$ cat src/rtl/cpu_types_pkg.sv
// Shared CPU pipeline types.
// Stage bundles, WB source selects and skid FSM states.
package cpu_types_pkg;

  localparam int WORD_W = 32;
  localparam int REG_W  = 5;
  localparam int SRC_W  = 2;

  typedef enum logic [1:0] {
    SRC_ALU = 2'd0,
    SRC_MEM = 2'd1,
    SRC_PC4 = 2'd2
  } regsrc_t;

  typedef enum logic [1:0] {
    EMPTY = 2'd0,
    FULL  = 2'd1,
    SKID  = 2'd2
  } skid_state_t;

  typedef struct packed {
    logic [WORD_W-1:0] porto;
    logic [WORD_W-1:0] dmemload;
    logic [WORD_W-1:0] pcplus4;
    logic [REG_W-1:0]  wsel;
    logic              regen;
    logic [SRC_W-1:0]  regsrc;
    logic              halt;
  } memwb_t;

endpackage

$ cat src/rtl/pipe_skid_buf.sv
// Generic valid/ready pipeline register.
// Optional second (skid) entry keeps in_ready registered.
module pipe_skid_buf
  import cpu_types_pkg::*;
#(
  parameter int W       = 8,
  parameter int SKID_EN = 1
) (
  input  logic         clk,
  input  logic         rst_n,
  input  logic         flush,
  input  logic         in_valid,
  output logic         in_ready,
  input  logic [W-1:0] in_data,
  output logic         out_valid,
  input  logic         out_ready,
  output logic [W-1:0] out_data
);

  skid_state_t  state_q, state_d;
  logic [W-1:0] main_q, main_d;
  logic [W-1:0] skid_q, skid_d;
  logic         rdy_q, rdy_d;
  logic         accept;
  logic         consume;

  assign out_valid = (state_q != EMPTY);
  assign out_data  = main_q;
  assign in_ready  = (SKID_EN != 0)
                   ? rdy_q
                   : (!out_valid | out_ready);
  assign accept    = in_valid & in_ready;
  assign consume   = out_valid & out_ready;

  // Next state and entry moves; flush overrides all
  always_comb begin
    state_d = state_q;
    main_d  = main_q;
    skid_d  = skid_q;
    unique case (state_q)
      EMPTY: begin
        if (accept) begin
          state_d = FULL;
          main_d  = in_data;
        end
      end
      FULL: begin
        if (accept && consume) begin
          main_d = in_data;
        end else if (accept) begin
          state_d = SKID;
          skid_d  = in_data;
        end else if (consume) begin
          state_d = EMPTY;
        end
      end
      SKID: begin
        if (consume) begin
          state_d = FULL;
          main_d  = skid_q;
        end
      end
      default: state_d = EMPTY;
    endcase
    if (flush) begin
      state_d = EMPTY;
      main_d  = main_q;
      skid_d  = skid_q;
    end
    rdy_d = (state_d != SKID);
  end

  // State, entries and registered ready
  always_ff @(posedge clk or negedge rst_n) begin
    if (!rst_n) begin
      state_q <= EMPTY;
      main_q  <= '0;
      skid_q  <= '0;
      rdy_q   <= 1'b1;
    end else begin
      state_q <= state_d;
      main_q  <= main_d;
      skid_q  <= skid_d;
      rdy_q   <= rdy_d;
    end
  end

endmodule

$ cat src/rtl/memwb_skid_stage.sv
// MEM->WB stage: handshaked register, WB mux,
// valid gating and forwarding tap.
module memwb_skid_stage
  import cpu_types_pkg::*;
#(
  parameter int WORD_W  = 32,
  parameter int REG_W   = 5,
  parameter int SRC_W   = 2,
  parameter int SKID_EN = 1
) (
  input  logic              CLK,
  input  logic              nRST,
  input  logic              flush,
  input  logic              in_valid,
  output logic              in_ready,
  input  logic [WORD_W-1:0] in_porto,
  input  logic [WORD_W-1:0] in_dmemload,
  input  logic [WORD_W-1:0] in_pcplus4,
  input  logic [REG_W-1:0]  in_wsel,
  input  logic              in_regen,
  input  logic [SRC_W-1:0]  in_regsrc,
  input  logic              in_halt,
  output logic              out_valid,
  input  logic              out_ready,
  output logic [REG_W-1:0]  out_wsel,
  output logic              out_regen,
  output logic [WORD_W-1:0] out_wdat,
  output logic              out_halt,
  output logic              fwd_en,
  output logic [REG_W-1:0]  fwd_wsel,
  output logic [WORD_W-1:0] fwd_data
);

  localparam int PW = 3*WORD_W + REG_W + SRC_W + 2;

  logic [PW-1:0]     in_pay;
  logic [PW-1:0]     out_pay;
  logic [WORD_W-1:0] m_porto;
  logic [WORD_W-1:0] m_dmem;
  logic [WORD_W-1:0] m_pc4;
  logic [REG_W-1:0]  m_wsel;
  logic              m_regen;
  logic [SRC_W-1:0]  m_regsrc;
  logic              m_halt;
  logic [WORD_W-1:0] wdat;

  assign in_pay = {in_porto, in_dmemload,
                   in_pcplus4, in_wsel, in_regen,
                   in_regsrc, in_halt};

  assign {m_porto, m_dmem, m_pc4, m_wsel,
          m_regen, m_regsrc, m_halt} = out_pay;

  pipe_skid_buf #(
    .W       (PW),
    .SKID_EN (SKID_EN)
  ) u_buf (
    .clk       (CLK),
    .rst_n     (nRST),
    .flush     (flush),
    .in_valid  (in_valid),
    .in_ready  (in_ready),
    .in_data   (in_pay),
    .out_valid (out_valid),
    .out_ready (out_ready),
    .out_data  (out_pay)
  );

  // Writeback source select; 11 falls back to ALU
  always_comb begin
    wdat = m_porto;
    unique case (1'b1)
      (m_regsrc == SRC_W'(SRC_MEM)): wdat = m_dmem;
      (m_regsrc == SRC_W'(SRC_PC4)): wdat = m_pc4;
      default:                       wdat = m_porto;
    endcase
  end

  assign out_wsel  = m_wsel;
  assign out_wdat  = wdat;
  assign out_regen = m_regen & out_valid;
  assign out_halt  = m_halt & out_valid;
  assign fwd_en    = out_regen & (m_wsel != '0);
  assign fwd_wsel  = m_wsel;
  assign fwd_data  = wdat;

endmodule

$ cat config.mk
export PLATFORM = sky130hd
export DESIGN_NAME = memwb_skid_stage
export DESIGN_NICKNAME = d
export VERILOG_FILES = /design/src/rtl/cpu_types_pkg.sv /design/src/rtl/pipe_skid_buf.sv /design/src/rtl/memwb_skid_stage.sv
export SDC_FILE = /design/constraint.sdc
export NUM_CORES = 1
export LEC_CHECK = 0
export ABC_CLOCK_PERIOD_IN_PS = 2300
export CORE_MARGIN = 3
export CORE_UTILIZATION = 54
export CTS_BUF_LIST = sky130_fd_sc_hd__clkbuf_2
export DETAILED_ROUTE_END_ITERATION = 7
export HOLD_SLACK_MARGIN = 0.1
export PLACE_DENSITY = 0.83
export SKIP_CTS_REPAIR_TIMING = 1
export SYNTH_ARGS = -nofsm -noshare
export SYNTH_HDL_FRONTEND = slang
export SYNTH_SLANG_ARGS = --single-unit
$ cat constraint.sdc
create_clock -name CLK -period 2.3 [get_ports CLK]
set_clock_uncertainty 0.1 [all_clocks]
set_input_delay 0.69 -clock CLK [delete_from_list [all_inputs] [get_ports CLK]]
set_output_delay 0.69 -clock CLK [all_outputs]
set_load 0.02 [all_outputs]
Word-level counts from Yosys, hierarchy flattened
Index checks and enable logic that the tools add are counted.

Word-level logic and storage cells: 38. Input port bits: 110. Register bits: 213. Output and inout port bits: 79.

Equal/unequal tests: 8. Bitwise operators: 7. Reductions and logical operators: 7. Multiplexer cells: 12.

Operators by type and width (number): $mux W105 (3); $pmux W105 S3 (1); $pmux W32 S2 (1); $mux W2 (6); $ne A2 B1 Y1 const B (3); $pmux W2 S3 (1); $and A1 B1 Y1 (5); $reduce_and A5 Y1 (1); $reduce_bool A5 Y1 (1); $eq A2 B1 Y1 const B (2); $eq A2 B2 Y1 const B (2); $reduce_and A4 Y1 (1); $reduce_bool A3 Y1 (1); $logic_not A2 Y1 (1); $ne A2 B2 Y1 const B (1); $not A1 Y1 (2); $reduce_bool A2 Y1 (1); $logic_and A1 B1 Y1 (1).

Longest topological paths before layout
Word-level depth: 8. Mapped depth: 7. Gate-level depth less buffers: 4.

Modules after synthesis
Synthesis repeated with hierarchy kept, for this count alone.

Cell total of the unflattened synthesis: 850. Area, all modules: 10037.1 µm².

Modules (own cells, without submodules): pipe_skid_buf (sequential area each 5331.4 µm², times used 1, area each 9120.0 µm², cells an instance 696); memwb_skid_stage (sequential area each 0.0 µm², times used 1, area each 917.1 µm², cells an instance 154).

Worst setup path before layout
Ideal clock, no wire load.

Path kind: register -> output. Start: reg u_buf.main_q[1], in the netlist u_buf.out_data[1]. End: out out_wdat[29]. Arrival time: 1835 ps. Path buffers: 2. Cell stages (with the launch flop): 7. Required time: 1510 ps. Slack: -325 ps. Path through: dfrtp_1 inv_1 ha_1 clkbuf_1 a22oi_1 o21ai_0 buf_4.

Longest elaborated chain between the ends: 2. Elaborated cells between the ends (all ways): 3. Classes of those cells: eq/ne: 2; mux: 1.

RTL lines: start: declaration (line pipe_skid_buf.sv:21) `logic [W-1:0] main_q, main_d;`; start signal: assignment (line pipe_skid_buf.sv:82) `main_q <= main_d;`; $eq A2 B2 Y1 or $eq A2 B1 Y1 (tied branches) (line memwb_skid_stage.sv:74, memwb_skid_stage.sv:73); $pmux W32 S2 (*) (line memwb_skid_stage.sv:72) `unique case (1'b1)`; end: declaration (line memwb_skid_stage.sv:27) `output logic [WORD_W-1:0] out_wdat,`.

Every way passes the cells marked *; elsewhere a longest branch is shown, timed or not.

Worst setup path in the final report
Start: reg u_buf.main_q[2], in the netlist u_buf.out_data[2]. End: out fwd_data[9].

Longest elaborated chain between the ends: 2. Elaborated cells between the ends (all ways): 3. Classes of those cells: eq/ne: 2; mux: 1.

RTL lines: $eq A2 B2 Y1 or $eq A2 B1 Y1 (tied branches) (line memwb_skid_stage.sv:74, memwb_skid_stage.sv:73); $pmux W32 S2 (*) (line memwb_skid_stage.sv:72); end: declaration (line memwb_skid_stage.sv:31) `output logic [WORD_W-1:0] fwd_data`.

Marked as above.

==> flow_summary.ini <==
[status]
status = complete, but fails checks
violations = negative setup slack

[routing]
drt_iter0_markers = 301
route.met2.wl_um = 11840
final_antenna_net_count = 0
met3_length_um = 1223
drt_first_pass_iters = 4
via_count = 7195
vias_per_cell = 5.447
routed_wl_um = 22960
routed.top_layer = met4
drc_errors = 0
wl_per_cell_um = 17.38
routedLengthMet1_um = 9559

[critical_path]
criticalPathCategory = flop to primary output
critPathRequiredTime_ns = 1.51
cp_max_fo = 13
cp-start-kind = flop
cp-startpoint = u_buf.out_data[2]
r2r-start = u_buf.in_ready
cp-end-kind = primary output
worstPathArrival_ns = 2.23

[sta]
post-route-min-period_ns = 3.021
timing.setup.tns_ns = -43.19
setup_slack_ns = -0.7215
rsz0062_at_grt = true
slew_violations = 0
setup_viol = 68
report.final.hold_viol_count = 0
fmax_ghz = 0.3310
min_period_over_period_pct = 131.4
maxSlewHeadroom_pct = 70.21
worstMarginPinSlew_ns = 0.4459

[global_routing]
grt_overflow = 0
grt_pass1_wl_um = 36110
grt_start_max_net_pins = 97
grt_pass1_vias = 7456
grt_usage_pct = 22.01
antenna_found_initial = 1

[clocking]
h-tree-depth = 2
clk_pin_slew_ns = 0.11
cts_buffer_depth = 3
cts_num_sinks = 213
numCtsBuffers = 55
cts_root_buf = clkbuf_2
insertion_delay_ns = 0.79
cts_tree = yes

[logic_synthesis]
synthCells = 854
yosysSeqAreaShare_pct = 53.90
ys_types = 29
synth_nets = 966
synth.cell_area_um2 = 9892
synth_top_area_share_pct = 53.63
synth_enable_flop_cells = 0
syn-mean-instance-area_um2 = 11.58
synth_ff_type = dfrtp_1
yosysWarningCount = 0
synth-seq-cells = 213
ys_top_cells_by_area = dfrtp_1 54%, mux2_2 12%, mux2i_1 11%
yosys.area.top_type = dfrtp_1
synth-async-reset-ratio_pct = 100.0

[cells_and_area]
nets = 1168
register_area_um2 = 5331
fillers = 1207
final_util_pct = 74.13
multi_input_area_um2 = 4363
drive_above_1_share_pct = 37.90
area_delta_synth_final_pct = 31.86

[floorplanning]
die_h_um = 141.3
start_util_pct = 56.21
rows = 48
io_pins = 189
die_area_um2 = 19980
die_x_um = 141.3
core_area_um2 = 17600

[placed_design]
gp_congestion = 0.7588
portBuffers = 188
dp_hpwl_um = 15080
pre_cts_slack_ns = -0.3643

[pwr]
switchingPower_mw = 4.201
p_leak_nw = 5.717
pwr-share-clk_pct = 20.6
p_per_area_nw_per_um2 = 924.5
swShare_pct = 34.84
vdd_ir_drop_max_mv = 0.7622
p_int_mw = 7.858
seqPwrFrac_pct = 43.2
pwr-share-comb_pct = 36.2

[hold_path]
hold_path_class = input port to async pin

[run]
maxCapViolations = 0
==> per-layer routing <==
metal  vias to the layer above  track usage [%]
met4                         0            6.935
met1                      3575            28.28
met3                        32            4.483
li1                       3385                -
met5                         -                0
met2                       203            37.70
==> sequential cells by signal, indices dropped and copies added, names as in the netlist <==
| signal | cells |
|---|---|
| u_buf.out_data | 105 |
| u_buf.skid_q | 105 |
| u_buf.state_q | 2 |
| u_buf.in_ready | 1 |
==> cells in the final DEF (no fill, tap or decap), drive strengths merged, types with 2 or more instances in the layout <==
cell type	n
and2	2
o21ai	137
mux2	105
a22oi	32
nand2	139
dfrtp	212
inv	6
clkdlybuf4s50	108
clkbuf	89
mux2i	106
nor2b	2
ha	2
clkinv	8
buf	133
==> power groups by stage <==
| stage | Combinational [mW] | Sequential [mW] | Clock [mW] |
|---|---|---|---|
| final | 4.37 | 5.20 | 2.48 |
| after global routing | 4.69 | 5.31 | 2.78 |
| after CTS | 3.98 | 5.14 | 2.56 |
| after detailed placement | 3.97 | 5.21 | 0 |
| after global placement | 3.85 | 5.15 | 0 |
| after floorplan | 2.62 | 5.07 | 0 |
==> per-stage QoR <==
step	area [um^2]	power, mW	instances	hold WS [ns]
CTS	12630	11.68	1304	-0.3337
finish	13040	12.06	1321	0.2775
global route	13040	12.78	1321	0.2408
global placement	12160	9.002	1208	0.3617
detailed placement	12160	9.178	1208	0.3691
floorplan	10140	7.685	854	0.2944
==> cell usage after synthesis, types with 2 or more instances <==
master / number
clkbuf_1: 23
dfrtp_1: 212
o21ai_0: 37
buf_4: 48
a22oi_1: 32
mux2i_1: 106
mux2_2: 105
o21ai_1: 100
and2_1: 2
ha_1: 2
inv_1: 3
nand2_1: 139
buf_6: 18
buf_2: 12
==> worst max-delay path, cell delays in order (launching register included) <==
cell and delay [ns]:
dfrtp_1 0.44, ha_4 0.34, buf_12 0.18, buf_4 0.14, o21ai_4 0.16, buf_4 0.16
==> worst paths after layout <==
path                                       to  slack [ns]  depth (start not counted)
max                               fwd_data[9]       -0.72                          5
min                         u_buf.out_data[8]        0.28                          2
max reg2reg                u_buf.out_data[22]        0.34                          6
min reg2reg                u_buf.out_data[98]        0.40                          2
max in group asynchronous    u_buf.skid_q[26]        1.12                          3
min in group CLK           u_buf.out_data[98]        0.40                          2
==> cell families (layout without fill, tap and decap cells) <==
family                   Yosys count  count (layout)  synth area share, %
adder cells (fa/ha/maj)            2               2               0.2529
AND/OR/NAND/NOR                  150             150                6.109
AO/OA/AOI/OAI                    174             174                9.777
multiplexers                     211             211                22.68
other                              0               1                    0
flip-flops                       213             213                53.90
buffers and inverters            104             345                7.286
==> final cells by class <==
class | instances | share of cell area, %
sequential | 213 | 40.87
inverter | 3 | 0.08633
tap | 225 | 2.158
clock inverter | 11 | 0.3453
timing repair buffer | 246 | 19.81
multi-input combinational | 537 | 33.45
clock buffer | 85 | 3.261
antenna | 1 | 0.01918
(Power assumes the default switching activity.)
